==> config.mk <==
export PLATFORM = sky130hd
export DESIGN_NAME = memory_bus_unit
export DESIGN_NICKNAME = d
export VERILOG_FILES = /design/src/rtl/memory_bus_unit.sv
export SDC_FILE = /design/constraint.sdc
export NUM_CORES = 1
export LEC_CHECK = 0
export ABC_CLOCK_PERIOD_IN_PS = 1800
export BUFFER_PORTS_ARGS = -buffer_cell sky130_fd_sc_hd__buf_4
export CORE_ASPECT_RATIO = 1.25
export CORE_UTILIZATION = 44
export DETAILED_ROUTE_END_ITERATION = 8
export PLACE_DENSITY = 0.76
export SYNTH_ARGS = -nofsm -noshare
export SYNTH_HDL_FRONTEND = slang
export SYNTH_SLANG_ARGS = --single-unit
==> constraint.sdc <==
create_clock -name i_clk -period 1.8 [get_ports i_clk]
set_input_delay 0.54 -clock i_clk [delete_from_list [all_inputs] [get_ports i_clk]]
set_output_delay 0.54 -clock i_clk [all_outputs]
set_load 0.03 [all_outputs]
==> src/rtl/memory_bus_unit.sv <==
// memory_bus_unit
//   Bridges single-word read/write requests from the instruction sequencer
//   onto an asynchronous-style external memory bus with active-low strobes.
//   Each transaction runs IDLE -> SETUP -> STROBE -> HOLD -> IDLE. STROBE
//   lasts at least WAIT_CYCLES+1 cycles, is stretched by i_bus_wait, and is
//   aborted after TIMEOUT cycles.
//
// Ports
//   i_clk, i_rst_n            clock, asynchronous active-low reset
//   i_mem_rd, i_mem_wr        request strobes (exactly one may be high)
//   i_addr, i_wdata           address / write data, captured at accept
//   o_rdata, o_rdata_valid    last read word, pulse when it is refreshed
//   o_done, o_busy, o_err     completion pulse, in-progress flag, error pulse
//   o_bus_addr, o_bus_wdata   external address / write data
//   o_bus_cs_n/oe_n/we_n      external active-low strobes
//   i_bus_rdata, i_bus_wait   external read data, wait request
module memory_bus_unit #(
  parameter int unsigned WAIT_CYCLES = 1,
  parameter int unsigned TIMEOUT     = 255
) (
  input  logic        i_clk,
  input  logic        i_rst_n,
  input  logic        i_mem_rd,
  input  logic        i_mem_wr,
  input  logic [15:0] i_addr,
  input  logic [15:0] i_wdata,
  output logic [15:0] o_rdata,
  output logic        o_rdata_valid,
  output logic        o_done,
  output logic        o_busy,
  output logic        o_err,
  output logic [15:0] o_bus_addr,
  output logic [15:0] o_bus_wdata,
  output logic        o_bus_cs_n,
  output logic        o_bus_oe_n,
  output logic        o_bus_we_n,
  input  logic [15:0] i_bus_rdata,
  input  logic        i_bus_wait
);

  typedef enum logic [1:0] {
    IDLE   = 2'd0,
    SETUP  = 2'd1,
    STROBE = 2'd2,
    HOLD   = 2'd3
  } state_t;

  localparam logic [3:0] WAIT_INIT = 4'(WAIT_CYCLES);
  // Last STROBE cycle allowed before abort: the counter holds the number of
  // STROBE cycles already completed, so cycle number TIMEOUT sees TIMEOUT-1.
  localparam logic [7:0] TO_LAST   = 8'(TIMEOUT - 1);

  state_t      state_reg, state_next;
  logic [15:0] addr_reg;
  logic [15:0] wdata_reg;
  logic [15:0] rdata_reg;
  logic        dir_wr_reg;
  logic [3:0]  wait_cnt_reg;
  logic [7:0]  to_cnt_reg;
  logic        timeout_reg;
  logic        illegal_reg;

  logic        req_single;
  logic        req_both;
  logic        strobe_exit;
  logic        strobe_abort;

  assign req_single   = i_mem_rd ^ i_mem_wr;
  assign req_both     = i_mem_rd & i_mem_wr;
  assign strobe_exit  = (wait_cnt_reg == 4'd0) && !i_bus_wait;
  // A successful exit takes priority over an abort in the same cycle.
  assign strobe_abort = !strobe_exit && (to_cnt_reg == TO_LAST);

  // Next-state logic
  always_comb begin
    state_next = state_reg;
    case (state_reg)
      IDLE:   if (req_single) state_next = SETUP;
      SETUP:  state_next = STROBE;
      STROBE: if (strobe_exit || strobe_abort) state_next = HOLD;
      HOLD:   state_next = IDLE;
      default: state_next = IDLE;
    endcase
  end

  // State register and datapath
  always_ff @(posedge i_clk or negedge i_rst_n) begin
    if (!i_rst_n) begin
      state_reg    <= IDLE;
      addr_reg     <= 16'h0000;
      wdata_reg    <= 16'h0000;
      rdata_reg    <= 16'h0000;
      dir_wr_reg   <= 1'b0;
      wait_cnt_reg <= 4'd0;
      to_cnt_reg   <= 8'd0;
      timeout_reg  <= 1'b0;
      illegal_reg  <= 1'b0;
    end else begin
      state_reg   <= state_next;
      // Conflicting request is reported one cycle later and otherwise dropped.
      illegal_reg <= (state_reg == IDLE) && req_both;
      case (state_reg)
        IDLE: begin
          if (req_single) begin
            addr_reg    <= i_addr;
            wdata_reg   <= i_wdata;
            dir_wr_reg  <= i_mem_wr;
            timeout_reg <= 1'b0;
          end
        end
        SETUP: begin
          wait_cnt_reg <= WAIT_INIT;
          to_cnt_reg   <= 8'd0;
        end
        STROBE: begin
          if (wait_cnt_reg != 4'd0) wait_cnt_reg <= wait_cnt_reg - 4'd1;
          to_cnt_reg <= to_cnt_reg + 8'd1;
          if (strobe_exit && !dir_wr_reg) rdata_reg <= i_bus_rdata;
          if (strobe_abort) timeout_reg <= 1'b1;
        end
        default: ;
      endcase
    end
  end

  // Outputs decoded from state so reset forces them inactive immediately.
  always_comb begin
    o_bus_cs_n    = 1'b1;
    o_bus_oe_n    = 1'b1;
    o_bus_we_n    = 1'b1;
    o_done        = 1'b0;
    o_rdata_valid = 1'b0;
    o_err         = illegal_reg;
    case (state_reg)
      SETUP: o_bus_cs_n = 1'b0;
      STROBE: begin
        o_bus_cs_n = 1'b0;
        o_bus_oe_n = dir_wr_reg;
        o_bus_we_n = !dir_wr_reg;
      end
      HOLD: begin
        o_bus_cs_n    = 1'b0;
        o_done        = 1'b1;
        o_rdata_valid = !dir_wr_reg && !timeout_reg;
        o_err         = illegal_reg | timeout_reg;
      end
      default: ;
    endcase
  end

  assign o_busy      = (state_reg != IDLE);
  assign o_rdata     = rdata_reg;
  assign o_bus_addr  = addr_reg;
  assign o_bus_wdata = wdata_reg;

endmodule
==> flow_metrics.tcl <==
set metrics [dict create \
    synthArstFlopShare 1.00 \
    pre_cts_slack_ns 0.0120 \
    drc 0 \
    final_area_um2 4310 \
    comb_power_share 0.536 \
    worstPathRequired_ns 1.26 \
    setup-tns-final_ns -0.288 \
    syn_avg_cell_area_um2 13.9 \
    die_area_um2 6830 \
    synth-simple-area-share 0.0770 \
    cts_max_path_buffers 2 \
    tritoncts "done" \
    n_fill_cell 452 \
    switching_power_mw 3.39 \
    hp-class "input port to async pin" \
    diodes 0 \
    ys_types 45 \
    grt_max_degree 30 \
    synthMuxAreaShare 0.224 \
    grt_util_all_layers 0.196 \
    cp-start-kind "flip-flop" \
    crit_path_end_kind "primary output" \
    synth_edf_count 0 \
    ys.warnings.count 0 \
    p_per_area_nw_per_um2 1960 \
    grt_setup_unrepaired "true" \
    start_util 0.461 \
    ioPinCount 108 \
    yosysSeqAreaShare 0.569 \
    setup_violations 11 \
    insertion_delay_ns 0.34 \
    internal_power_mw 5.06 \
    netlist_instances 206 \
    rows 32 \
    min_period_ns 1.87 \
    critPathArrivalTime_ns 1.33 \
    seq_power_share 0.298 \
    dpl-instance-area_um2 3890 \
    path_clk_slew_ns 0.07 \
    power.share.clock 0.165 \
    drive_above_1_share 0.617 \
    cts_made_buffers 9 \
    layout.nets 402 \
    final_hold_viol_count 0 \
    drv_slew 0 \
    status "finished, violations left" \
    core_um2 6210 \
    p_leak_nw 2.11 \
    grt-ovfl-total 0 \
    fin_ws_ns -0.0705 \
    crit_start "state_reg[0]" \
    finalCritPeriodShare 1.04 \
    synthAdderAreaFrac 0.0394 \
    synthXorXnorAreaFrac 0.00306 \
    die_y_um 92.1 \
    drt_iter0_markers 91 \
    synth_top_family_by_area "multiplexers" \
    syn_to_final_growth_pct 50.8 \
    fmax_mhz 535 \
    ir_drop_mv 1.23 \
    multi_input_area_um2 1230 \
    htreeDepth 3 \
    vias 2129 \
    antenna_found_initial 0 \
    die_x_um 74.1 \
    synth_fp_nets 268 \
    fin_worst_skew_ns 0.00828 \
    cap_violations 0 \
    viasPerCell 4.95 \
    wl_per_cell_um 15.0 \
    first_pass_iters 4 \
    grt_pass1_vias 2161 \
    ant_nets 0 \
    tightestPinTransition_ns 0.371 \
    synth-main-ff-cell "dfrtp_1" \
    worst_hold_slack_ns 0.114 \
    r2r-start "wait_cnt_reg[1]" \
    worst-path-max-fanout 3 \
    grt_pass1_wl_um 10200 \
    seq_area_um2 1630 \
    slew_headroom 0.752 \
    gp_congestion 0.833 \
    port_buffers 107 \
    clock-root-buffer "clkbuf_8" \
    holdBufCountCts 0 \
    clkSinkCount 65 \
    crit_type "flip-flop to primary output" \
    drt_wl_total_um 6440 \
    swShare 0.401 \
    synth-compound-area-share 0.0582 \
    netlist_area_um2 2860 \
    yosys_register_bits 65 \
    dpl.hpwl_um 4550 \
    violations "setup timing" \
]
layout make-up:
| cell class | instances | area share |
|---|---|---|
| clock inverter | 6 | 0.0209 |
| timing repair buffer | 131 | 0.251 |
| sequential | 65 | 0.378 |
| tap | 85 | 0.0247 |
| clock buffer | 10 | 0.0319 |
| multi-input combinational | 125 | 0.286 |
| inverter | 8 | 0.00784 |
worst max-delay path, cell delays in order, from the launching register on:
cell     delay, ns
dfrtp_1       0.41
buf_6         0.13
ha_4          0.16
a21o_1        0.17
buf_6         0.14
power groups by stage:
stage,Clock [mW],Sequential [mW],Combinational [mW]
3_3_place_gp,0,2.50,4.11
2_1_floorplan,0,3.56,1.59
5_1_grt,1.48,2.60,4.80
4_1_cts,1.43,2.52,4.38
6_report,1.40,2.52,4.53
3_5_place_dp,0,2.52,4.19
cell families after synthesis:
kind of cell / Yosys count
flops: 65
mux: 54
simple gates: 39
compound gates: 22
buf+inv: 16
fa+ha+maj: 9
xor+xnor: 1
through the flow:
| step | total power, mW | util | instances |
|---|---|---|---|
| 6_report | 8.45 | 0.695 | 430 |
| 5_1_grt | 8.88 | 0.695 | 430 |
| 4_1_cts | 8.33 | 0.681 | 425 |
| 3_5_place_dp | 6.72 | 0.628 | 405 |
| 3_3_place_gp | 6.61 | 0.628 | 405 |
| 2_1_floorplan | 5.15 | - | 206 |
synth_stat cells (2+ instances only):
| library cell | instances | share of area |
|---|---|---|
| mux2_4 | 10 | 0.053 |
| nor3_1 | 5 | 0.0088 |
| o21ai_0 | 3 | 0.0053 |
| a21o_1 | 2 | 0.0053 |
| nand3_1 | 3 | 0.0053 |
| nand4_1 | 2 | 0.0044 |
| inv_1 | 7 | 0.0092 |
| mux2i_1 | 5 | 0.018 |
| a21boi_0 | 2 | 0.0053 |
| o31ai_1 | 3 | 0.0079 |
| nor2_1 | 2 | 0.0026 |
| dfrtp_1 | 65 | 0.57 |
| clkbuf_1 | 4 | 0.0053 |
| nor2b_1 | 2 | 0.0044 |
| and2_1 | 2 | 0.0044 |
| a211oi_1 | 2 | 0.0053 |
| ha_1 | 9 | 0.039 |
| nand2_1 | 12 | 0.016 |
| mux2_2 | 39 | 0.15 |
| a21oi_1 | 2 | 0.0035 |
layer usage:
metal / vias up / GRT usage / wire (um)
met4: 0 / 0.0657 / 85
met2: 80 / 0.324 / 3220
met3: 12 / 0.0516 / 391
li1: 1012 / - / -
met1: 1025 / 0.242 / 2740
met5: - / 0 / 0
final timing paths:
check / endpoint / slack, ns / depth (start not counted)
max in group asynchronous: to_cnt_reg[1] / 1.22 / 2
worst min-delay path: o_bus_wdata[4] / 0.11 / 1
worst min register to register: o_rdata[3] / 0.51 / 1
min in group i_clk: o_rdata[12] / 0.43 / 2
worst max register to register: o_rdata[8] / 0 / 6
worst max-delay path: o_err / -0.07 / 4
placed cells by master (no fill, tap or decap), drive strengths merged, types with 2 or more instances in the layout:
| cell | count |
|---|---|
| nor2b | 2 |
| nor2 | 2 |
| nand2b | 2 |
| inv | 8 |
| clkbuf | 11 |
| mux2 | 49 |
| ha | 9 |
| o31ai | 3 |
| nand2 | 12 |
| bufinv | 2 |
| buf | 130 |
| o21ai | 3 |
| a211oi | 2 |
| and2 | 2 |
| nor3 | 5 |
| a21oi | 2 |
| dfrtp | 65 |
| nor3b | 2 |
| a21boi | 2 |
| clkinvlp | 2 |
| nand3 | 3 |
| mux2i | 5 |
| a21o | 2 |
| clkinv | 2 |
| nand4 | 2 |
timing repair:
action                     CTS  global route
setup endpoints to repair   11            27
cloned                       0             1
pin swaps                    3             3
setup buffers                4             4
gates resized for setup     18             9
Note: power is estimated with default switching activity, not from simulation.
